## src/rtl/grostl_shift_bytes_buf_pkg.sv

```systemverilog
// grostl_pkg: shared types and constants for the masked Groestl ShiftBytes
// column buffer.
//   col_t    : one 8-byte state column, byte index = row
//   bank_t   : one full 512-bit state, column-major (bank[col][row])
//   SIGMA_P  : per-row column offsets for the P permutation
//   SIGMA_Q  : per-row column offsets for the Q permutation
package grostl_pkg;

    localparam int NCOLS = 8;

    typedef logic [0:7][7:0]             col_t;
    typedef logic [0:NCOLS-1][0:7][7:0]  bank_t;
    typedef logic [0:7][2:0]             sigma_t;

    localparam sigma_t SIGMA_P = {3'd0, 3'd1, 3'd2, 3'd3, 3'd4, 3'd5, 3'd6, 3'd7};
    localparam sigma_t SIGMA_Q = {3'd1, 3'd3, 3'd5, 3'd7, 3'd0, 3'd2, 3'd4, 3'd6};

endpackage

```

## src/rtl/grostl_shift_bytes_buf_if.sv

```systemverilog
// Stream interface of the ShiftBytes buffer: input column channel from
// SubBytes and output column channel towards the next round stage.
//   slave  : the buffer (consumes in_*, produces out_*)
//   master : the environment (produces in_*, consumes out_*)
interface grostl_shift_bytes_buf_if;
    import grostl_pkg::*;

    logic in_valid;
    logic in_ready;
    col_t in_data;
    col_t in_mask;
    logic in_q;
    logic out_valid;
    logic out_ready;
    col_t out_data;
    col_t out_mask;
    logic out_q;

    modport slave (
        input  in_valid, in_data, in_mask, in_q, out_ready,
        output in_ready, out_valid, out_data, out_mask, out_q
    );

    modport master (
        output in_valid, in_data, in_mask, in_q, out_ready,
        input  in_ready, out_valid, out_data, out_mask, out_q
    );

endinterface

```

## src/rtl/grostl_shift_bytes_buf_col_mux.sv

```systemverilog
// grostl_shift_col_mux: combinational ShiftBytes column selector.
// Output row i is taken from column (i_col + sigma_i) mod 8 of i_bank,
// with sigma chosen by i_q (0 = P, 1 = Q). One instance per share, so data
// and mask are never routed through common logic.
//   i_bank : full state bank
//   i_col  : output column index
//   i_q    : permutation select
//   o_col  : shifted column
module grostl_shift_col_mux
    import grostl_pkg::*;
(
    input  bank_t      i_bank,
    input  logic [2:0] i_col,
    input  logic       i_q,
    output col_t       o_col
);

    for (genvar i = 0; i < 8; i++) begin : g_row
        logic [2:0] w_idx;
        // 3-bit add wraps naturally to give the mod-8 column index
        assign w_idx    = i_col + (i_q ? SIGMA_Q[i] : SIGMA_P[i]);
        assign o_col[i] = i_bank[w_idx][i];
    end

endmodule

```

## src/rtl/grostl_shift_bytes_buf.sv

```systemverilog
// grostl_shift_bytes_buf: ping-pong column buffer performing masked Groestl
// ShiftBytes. Eight columns (data + mask shares) are written into one bank
// while the other bank is read out permuted, one column per cycle.
//   clk    : clock
//   rst_n  : asynchronous active-low reset
//   clear  : synchronous flush of both banks and all pointers
//   bus    : stream interface (slave side)
module grostl_shift_bytes_buf
    import grostl_pkg::*;
(
    input  logic                       clk,
    input  logic                       rst_n,
    input  logic                       clear,
    grostl_shift_bytes_buf_if.slave    bus
);

    bank_t      r_data [0:1];
    bank_t      r_mask [0:1];
    logic [1:0] r_q;
    logic [1:0] r_full;
    logic       r_wr_bank;
    logic [2:0] r_wr_col;
    logic       r_rd_bank;
    logic [2:0] r_rd_col;

    logic       w_wr_fire;
    logic       w_rd_fire;
    col_t       w_out_data;
    col_t       w_out_mask;

    assign w_wr_fire = bus.in_valid & ~r_full[r_wr_bank];
    assign w_rd_fire = r_full[r_rd_bank] & bus.out_ready;

    always_ff @(posedge clk or negedge rst_n) begin
        if (!rst_n) begin
            r_data    <= '{default: '0};
            r_mask    <= '{default: '0};
            r_q       <= '0;
            r_full    <= '0;
            r_wr_bank <= 1'b0;
            r_wr_col  <= '0;
            r_rd_bank <= 1'b0;
            r_rd_col  <= '0;
        end else if (clear) begin
            // storage is left as is; the cleared full flags make it invisible
            r_full    <= '0;
            r_wr_bank <= 1'b0;
            r_wr_col  <= '0;
            r_rd_bank <= 1'b0;
            r_rd_col  <= '0;
        end else begin
            // full-flag gating keeps the write and read banks distinct here
            if (w_wr_fire) begin
                r_data[r_wr_bank][r_wr_col] <= bus.in_data;
                r_mask[r_wr_bank][r_wr_col] <= bus.in_mask;
                if (r_wr_col == 3'd0) begin
                    r_q[r_wr_bank] <= bus.in_q;
                end
                r_wr_col <= r_wr_col + 3'd1;
                if (r_wr_col == 3'd7) begin
                    r_full[r_wr_bank] <= 1'b1;
                    r_wr_bank         <= ~r_wr_bank;
                end
            end
            if (w_rd_fire) begin
                r_rd_col <= r_rd_col + 3'd1;
                if (r_rd_col == 3'd7) begin
                    r_full[r_rd_bank] <= 1'b0;
                    r_rd_bank         <= ~r_rd_bank;
                end
            end
        end
    end

    grostl_shift_col_mux u_mux_data (
        .i_bank (r_data[r_rd_bank]),
        .i_col  (r_rd_col),
        .i_q    (r_q[r_rd_bank]),
        .o_col  (w_out_data)
    );

    grostl_shift_col_mux u_mux_mask (
        .i_bank (r_mask[r_rd_bank]),
        .i_col  (r_rd_col),
        .i_q    (r_q[r_rd_bank]),
        .o_col  (w_out_mask)
    );

    assign bus.in_ready  = ~r_full[r_wr_bank];
    assign bus.out_valid = r_full[r_rd_bank];
    assign bus.out_data  = w_out_data;
    assign bus.out_mask  = w_out_mask;
    assign bus.out_q     = r_q[r_rd_bank];

endmodule
```

## src/flat_wrapper.sv

```systemverilog
// flat-port wrapper written by rule: the top's interface ports become plain ports
module grostl_shift_bytes_buf_flat import grostl_pkg::*;
  (clk, rst_n, clear, bus_in_valid, bus_in_data, bus_in_mask, bus_in_q, bus_out_ready, bus_in_ready, bus_out_valid, bus_out_data, bus_out_mask, bus_out_q);
  grostl_shift_bytes_buf_if bus_i ();
  input  logic clk;
  input  logic rst_n;
  input  logic clear;
  input wire logic [$bits(bus_i.in_valid)-1:0] bus_in_valid;
  input wire logic [$bits(bus_i.in_data)-1:0] bus_in_data;
  input wire logic [$bits(bus_i.in_mask)-1:0] bus_in_mask;
  input wire logic [$bits(bus_i.in_q)-1:0] bus_in_q;
  input wire logic [$bits(bus_i.out_ready)-1:0] bus_out_ready;
  output wire logic [$bits(bus_i.in_ready)-1:0] bus_in_ready;
  output wire logic [$bits(bus_i.out_valid)-1:0] bus_out_valid;
  output wire logic [$bits(bus_i.out_data)-1:0] bus_out_data;
  output wire logic [$bits(bus_i.out_mask)-1:0] bus_out_mask;
  output wire logic [$bits(bus_i.out_q)-1:0] bus_out_q;
  assign bus_i.in_valid = bus_in_valid;
  assign bus_i.in_data = bus_in_data;
  assign bus_i.in_mask = bus_in_mask;
  assign bus_i.in_q = bus_in_q;
  assign bus_i.out_ready = bus_out_ready;
  assign bus_in_ready = bus_i.in_ready;
  assign bus_out_valid = bus_i.out_valid;
  assign bus_out_data = bus_i.out_data;
  assign bus_out_mask = bus_i.out_mask;
  assign bus_out_q = bus_i.out_q;
  grostl_shift_bytes_buf u_core (.clk(clk), .rst_n(rst_n), .clear(clear), .bus(bus_i));
endmodule
```

## config.mk

```make
export PLATFORM = sky130hd
export DESIGN_NAME = grostl_shift_bytes_buf_flat
export DESIGN_NICKNAME = d
export VERILOG_FILES = /design/src/rtl/grostl_shift_bytes_buf_pkg.sv /design/src/rtl/grostl_shift_bytes_buf_if.sv /design/src/rtl/grostl_shift_bytes_buf_col_mux.sv /design/src/rtl/grostl_shift_bytes_buf.sv /design/src/flat_wrapper.sv
export SDC_FILE = /design/constraint.sdc
export NUM_CORES = 2
export LEC_CHECK = 0
export CAP_MARGIN = 10
export CORE_MARGIN = 8
export CORE_UTILIZATION = 27
export DETAILED_ROUTE_END_ITERATION = 10
export MAX_ROUTING_LAYER = met4
export PLACE_DENSITY = 0.45
export SETUP_SLACK_MARGIN = 0.05
export SLEW_MARGIN = 10
export SYNTH_ARGS = -nofsm -noshare
export SYNTH_HDL_FRONTEND = slang
export SYNTH_SLANG_ARGS = --single-unit
```

## constraint.sdc

```tcl
create_clock -name clk -period 4.3 [get_ports clk]
set_input_delay 1.075 -clock clk [delete_from_list [all_inputs] [get_ports clk]]
set_output_delay 1.075 -clock clk [all_outputs]
set_load 0.02 [all_outputs]
```

==> key figures <==
Status
  • Run status: finished with violations
  • Violated checks: setup timing

Route
  • Number of vias per cell: 4.82
  • Remaining routing DRC violations: 0
  • DR WL met2: 140 mm
  • Detailed-route via count: about 53,000
  • Initial DRC count: between 2,000 and 2,500
  • Routed wire per std cell: 26.0 um
  • Initial DRT Pass Iterations: 5
  • Highest layer used for signal routing: met4
  • Antenna violation net count after detailed routing: 0
  • Metal3 WL: approximately 9 mm
  • Detailed-route wire length on metal 1: ~130 mm
  • Post-detailed-routing wire length: roughly 280 mm

Yosys
  • Distinct cell type count of the synthesized netlist: 37
  • Post-synth EDFFs: 0
  • Post-synthesis sequential element count: roughly 2,000
  • Synthesized net count: roughly 5,900
  • Sequential share of the synthesized area: 0.552
  • Warnings, synthesis: 0
  • Post-synthesis instance area: 93,400 sq um
  • Synth Area per Inst: around 16 sq um
  • Share of synthesized flip-flops with an asynchronous set or reset: 1.00
  • Prevailing post-synth register cell: dfrtp_1
  • Mapped Cells: between 5,000 and 6,000

Layout
  • Count of nets after finishing: 6,295
  • Layout Cell Area excl Fill: about 110,000 sq um
  • Leading cell types in the layout, fill and taps excluded: dfrtp_1 (2,058), mux2_2 (1,886), mux4_2 (512)
  • Layout filler cell count: around 33,000
  • Area delta synth->final: 22.2%
  • Layout cell share with drive strength beyond 1: 0.565
  • Share of the core filled with cells: 0.330
  • Commonest non-fill, non-tap cell in the layout: dfrtp_1

Min path
  • Hold worst-path end: u_core.r_mask[964]
  • Min-Delay Path Depth: 1
  • Worst Hold Class: register to register
  • Hold Crit Start: u_core.r_mask[964]

Worst setup path
  • Required time at the worst-slack endpoint: approximately 3.2 ns
  • Reg-to-reg setup timing slack: around 1.7 ns
  • Peak fanout along the critical path: 9
  • Startpoint of the most critical register-to-register path: u_core.r_full[0]
  • Class of the most critical setup path: register to output port
  • Worst Setup End Kind: output port
  • Worst R2R Path Depth: 5
  • Start point of the critical path: u_core.r_rd_bank
  • Arrival time worst endpoint: 3.78 ns
  • Critical Path Start Type: register
  • Terminus of the critical flop-to-flop path: u_core.r_mask[967]

Timing
  • Final period demand of the worst path: between 4 and 5 ns
  • Number of pins exceeding their max-slew limit in the final report: 0
  • Setup TNS: -31.85 ns
  • Post-route clock skew: about 0.036 ns
  • Setup repair after global routing missed its margin: true
  • Transition at the pin with the smallest max-transition slack: approximately 1.1 ns
  • Final hold slack: roughly 0.48 ns
  • Final setup vio count: ~110
  • Hold Violations, Final: 0
  • Achievable Freq: around 0.21 GHz
  • Relative slew slack: 0.250
  • Final worst setup slack: -0.555 ns
  • Post-route clock period utilization: 1.13

Place
  • IO buf count: roughly 260
  • Detailed-placement wirelength estimate: 160 mm
  • Cell area after placement: roughly 100,000 sq um
  • Worst Setup Slack post-DPL: -0.243 ns
  • Routability-driven placement congestion ratio: approximately 0.7

Power
  • Leakage power total: roughly 52 nW
  • Worst supply voltage drop on vdd: about 0.32 mV
  • Power density over the cells: ~440 nW/um^2

Global route
  • GR Util All Layers: 0.158
  • Number of global-route vias before repair: just under 60,000
  • Global-route wire length before repair: ~420 mm
  • Pin count of the biggest net entering global routing: ~150
  • GR Overflow Total: 0
  • Antenna violations before repair: between 50 and 60

Floorplanning
  • Die X-Extent: around 600 um
  • Initial standard-cell utilization of the core: 0.271
  • Die area: ~360,000 sq um
  • Die extent in y: 604 um
  • Number of placed I/O pins: 265
  • Core area: around 350,000 sq um
  • Rows: 216

CTS
  • Clock buffer count from CTS: 236
  • H-tree depth reported by CTS: 4
  • Clock sinks: approximately 2,100
  • Number of buffers between clock root and the deepest sink: 4
  • Cell at the root of the clock tree: clkbuf_16
  • Clock edge transition at the registers on the reported setup and hold paths: around 0.06 ns
  • TritonCTS clock tree: built
  • Clock latency of the later-clocked register in the worst-skew pair: approximately 0.9 ns

Flow run
  • Count of max-cap constraint violations: 0
==> flip-flops by register name, summed over array words and instances, names as in the netlist <==
| name | count |
|---|---|
| u_core.r_full | 2 |
| u_core.r_wr_col | 3 |
| u_core.r_wr_bank | 1 |
| u_core.r_data | 1024 |
| u_core.r_mask | 1024 |
| u_core.r_q | 2 |
| u_core.r_rd_bank | 1 |
| u_core.r_rd_col | 3 |
==> critical path, stage by stage (launching register included) <==
cell and delay [ns]:
dfrtp_4 0.49, mux2i_4 0.21, clkinv_4 0.07, buf_12 0.12, ha_4 0.14, inv_2 0.04
fa_2 0.38, xnor2_1 0.13, buf_4 0.15, xnor2_4 0.16, buf_12 0.15, clkbuf_16 0.17
and3_1 0.17, a211o_1 0.30, buf_2 0.18
==> repair_timing <==
item,4_1_cts,5_1_grt
endpoints found under the hold margin,1,0
setup endpoints to repair,129,128
pin swaps,90,88
resized for setup,702,183
hold buffers,1,0
setup buffers,87,35
gates cloned,33,6
==> how the worst max path moves through the flow <==
stage | depth (start not counted) | endpoint | slack (ns)
after floorplan | 9 | bus_out_data[48] | 0.54
after global placement | 9 | bus_out_mask[7] | -0.34
after detailed placement | 9 | bus_out_mask[7] | -0.24
after CTS | 14 | bus_out_mask[16] | -0.68
after global routing | 14 | bus_out_mask[16] | -0.70
final | 14 | bus_out_mask[41] | -0.55
==> metal layers <==
| metal | global-route usage | up-vias |
|---|---|---|
| met5 | - | - |
| li1 | - | 22300 |
| met1 | 0.206 | 29200 |
| met4 | 0.0370 | 0 |
| met3 | 0.0249 | 442 |
| met2 | 0.260 | 736 |
==> synth_stat cells (2+ instances only) <==
cell,number,area share
nor2b_1,4,0.00027
mux2i_1,49,0.0053
inv_1,5,0.00020
dfrtp_1,2060,0.55
nor3_2,2,0.00021
xnor2_1,9,0.00084
mux4_2,512,0.12
ha_1,11,0.0015
mux2_1,165,0.020
buf_6,75,0.0090
clkbuf_1,196,0.0079
nand2b_1,50,0.0034
xor2_1,5,0.00047
and2_1,12,0.00080
buf_1,11,0.00044
fa_1,3,0.00064
and3_1,48,0.0032
nor2_1,35,0.0014
buf_4,129,0.010
a22oi_1,128,0.010
nand3_1,8,0.00043
a21oi_1,53,0.0028
buf_2,110,0.0059
a211o_1,48,0.0045
nand2_1,130,0.0052
and2_2,2,0.00016
xnor2_2,4,0.00070
mux2_2,1886,0.23
==> power breakdown <==
group / switching, mW / leakage [nW] / internal [mW] / total [mW]
combinational: 3.76 / 20.5 / 4.39 / 8.16
sequential: 0.774 / 27.9 / 21.0 / 21.8
clock: 8.36 / 3.84 / 11.9 / 20.3
==> cell families after synthesis <==
| logic type | count (synthesis) | synth area share |
|---|---|---|
| AO/OA/AOI/OAI | 232 | 0.0179 |
| XOR/XNOR | 18 | 0.00201 |
| adder cells (fa/ha/maj) | 14 | 0.00212 |
| buffers and inverters | 529 | 0.0340 |
| flip-flops | 2060 | 0.552 |
| multiplexers | 2613 | 0.376 |
| AND/OR/NAND/NOR | 293 | 0.0155 |
==> final cells by class <==
class / instances / area (sq um) / share of cell area
Clock inverter: 54 / 604 / 0.00530
Clock buffer: 373 / 7170 / 0.0629
Multi-Input combinational cell: 3170 / 40100 / 0.352
Timing Repair Buffer: 671 / 8770 / 0.0769
Antenna cell: 26 / 65.1 / 0.000570
Sequential cell: 2060 / 51600 / 0.452
Tap cell: 4578 / 5730 / 0.0502
Inverter: 8 / 37.5 / 0.000329
==> metrics by stage <==
| step | power, mW | std cells |
|---|---|---|
| 4_1_cts | 50.8 | 10900 |
| 3_5_place_dp | 29.3 | 10300 |
| 5_1_grt | 52.5 | 10900 |
| 2_1_floorplan | 26.2 | 5759 |
| 3_3_place_gp | 29.2 | 10300 |
| 6_report | 50.2 | 10900 |
Power figures use the tool's default switching activity.
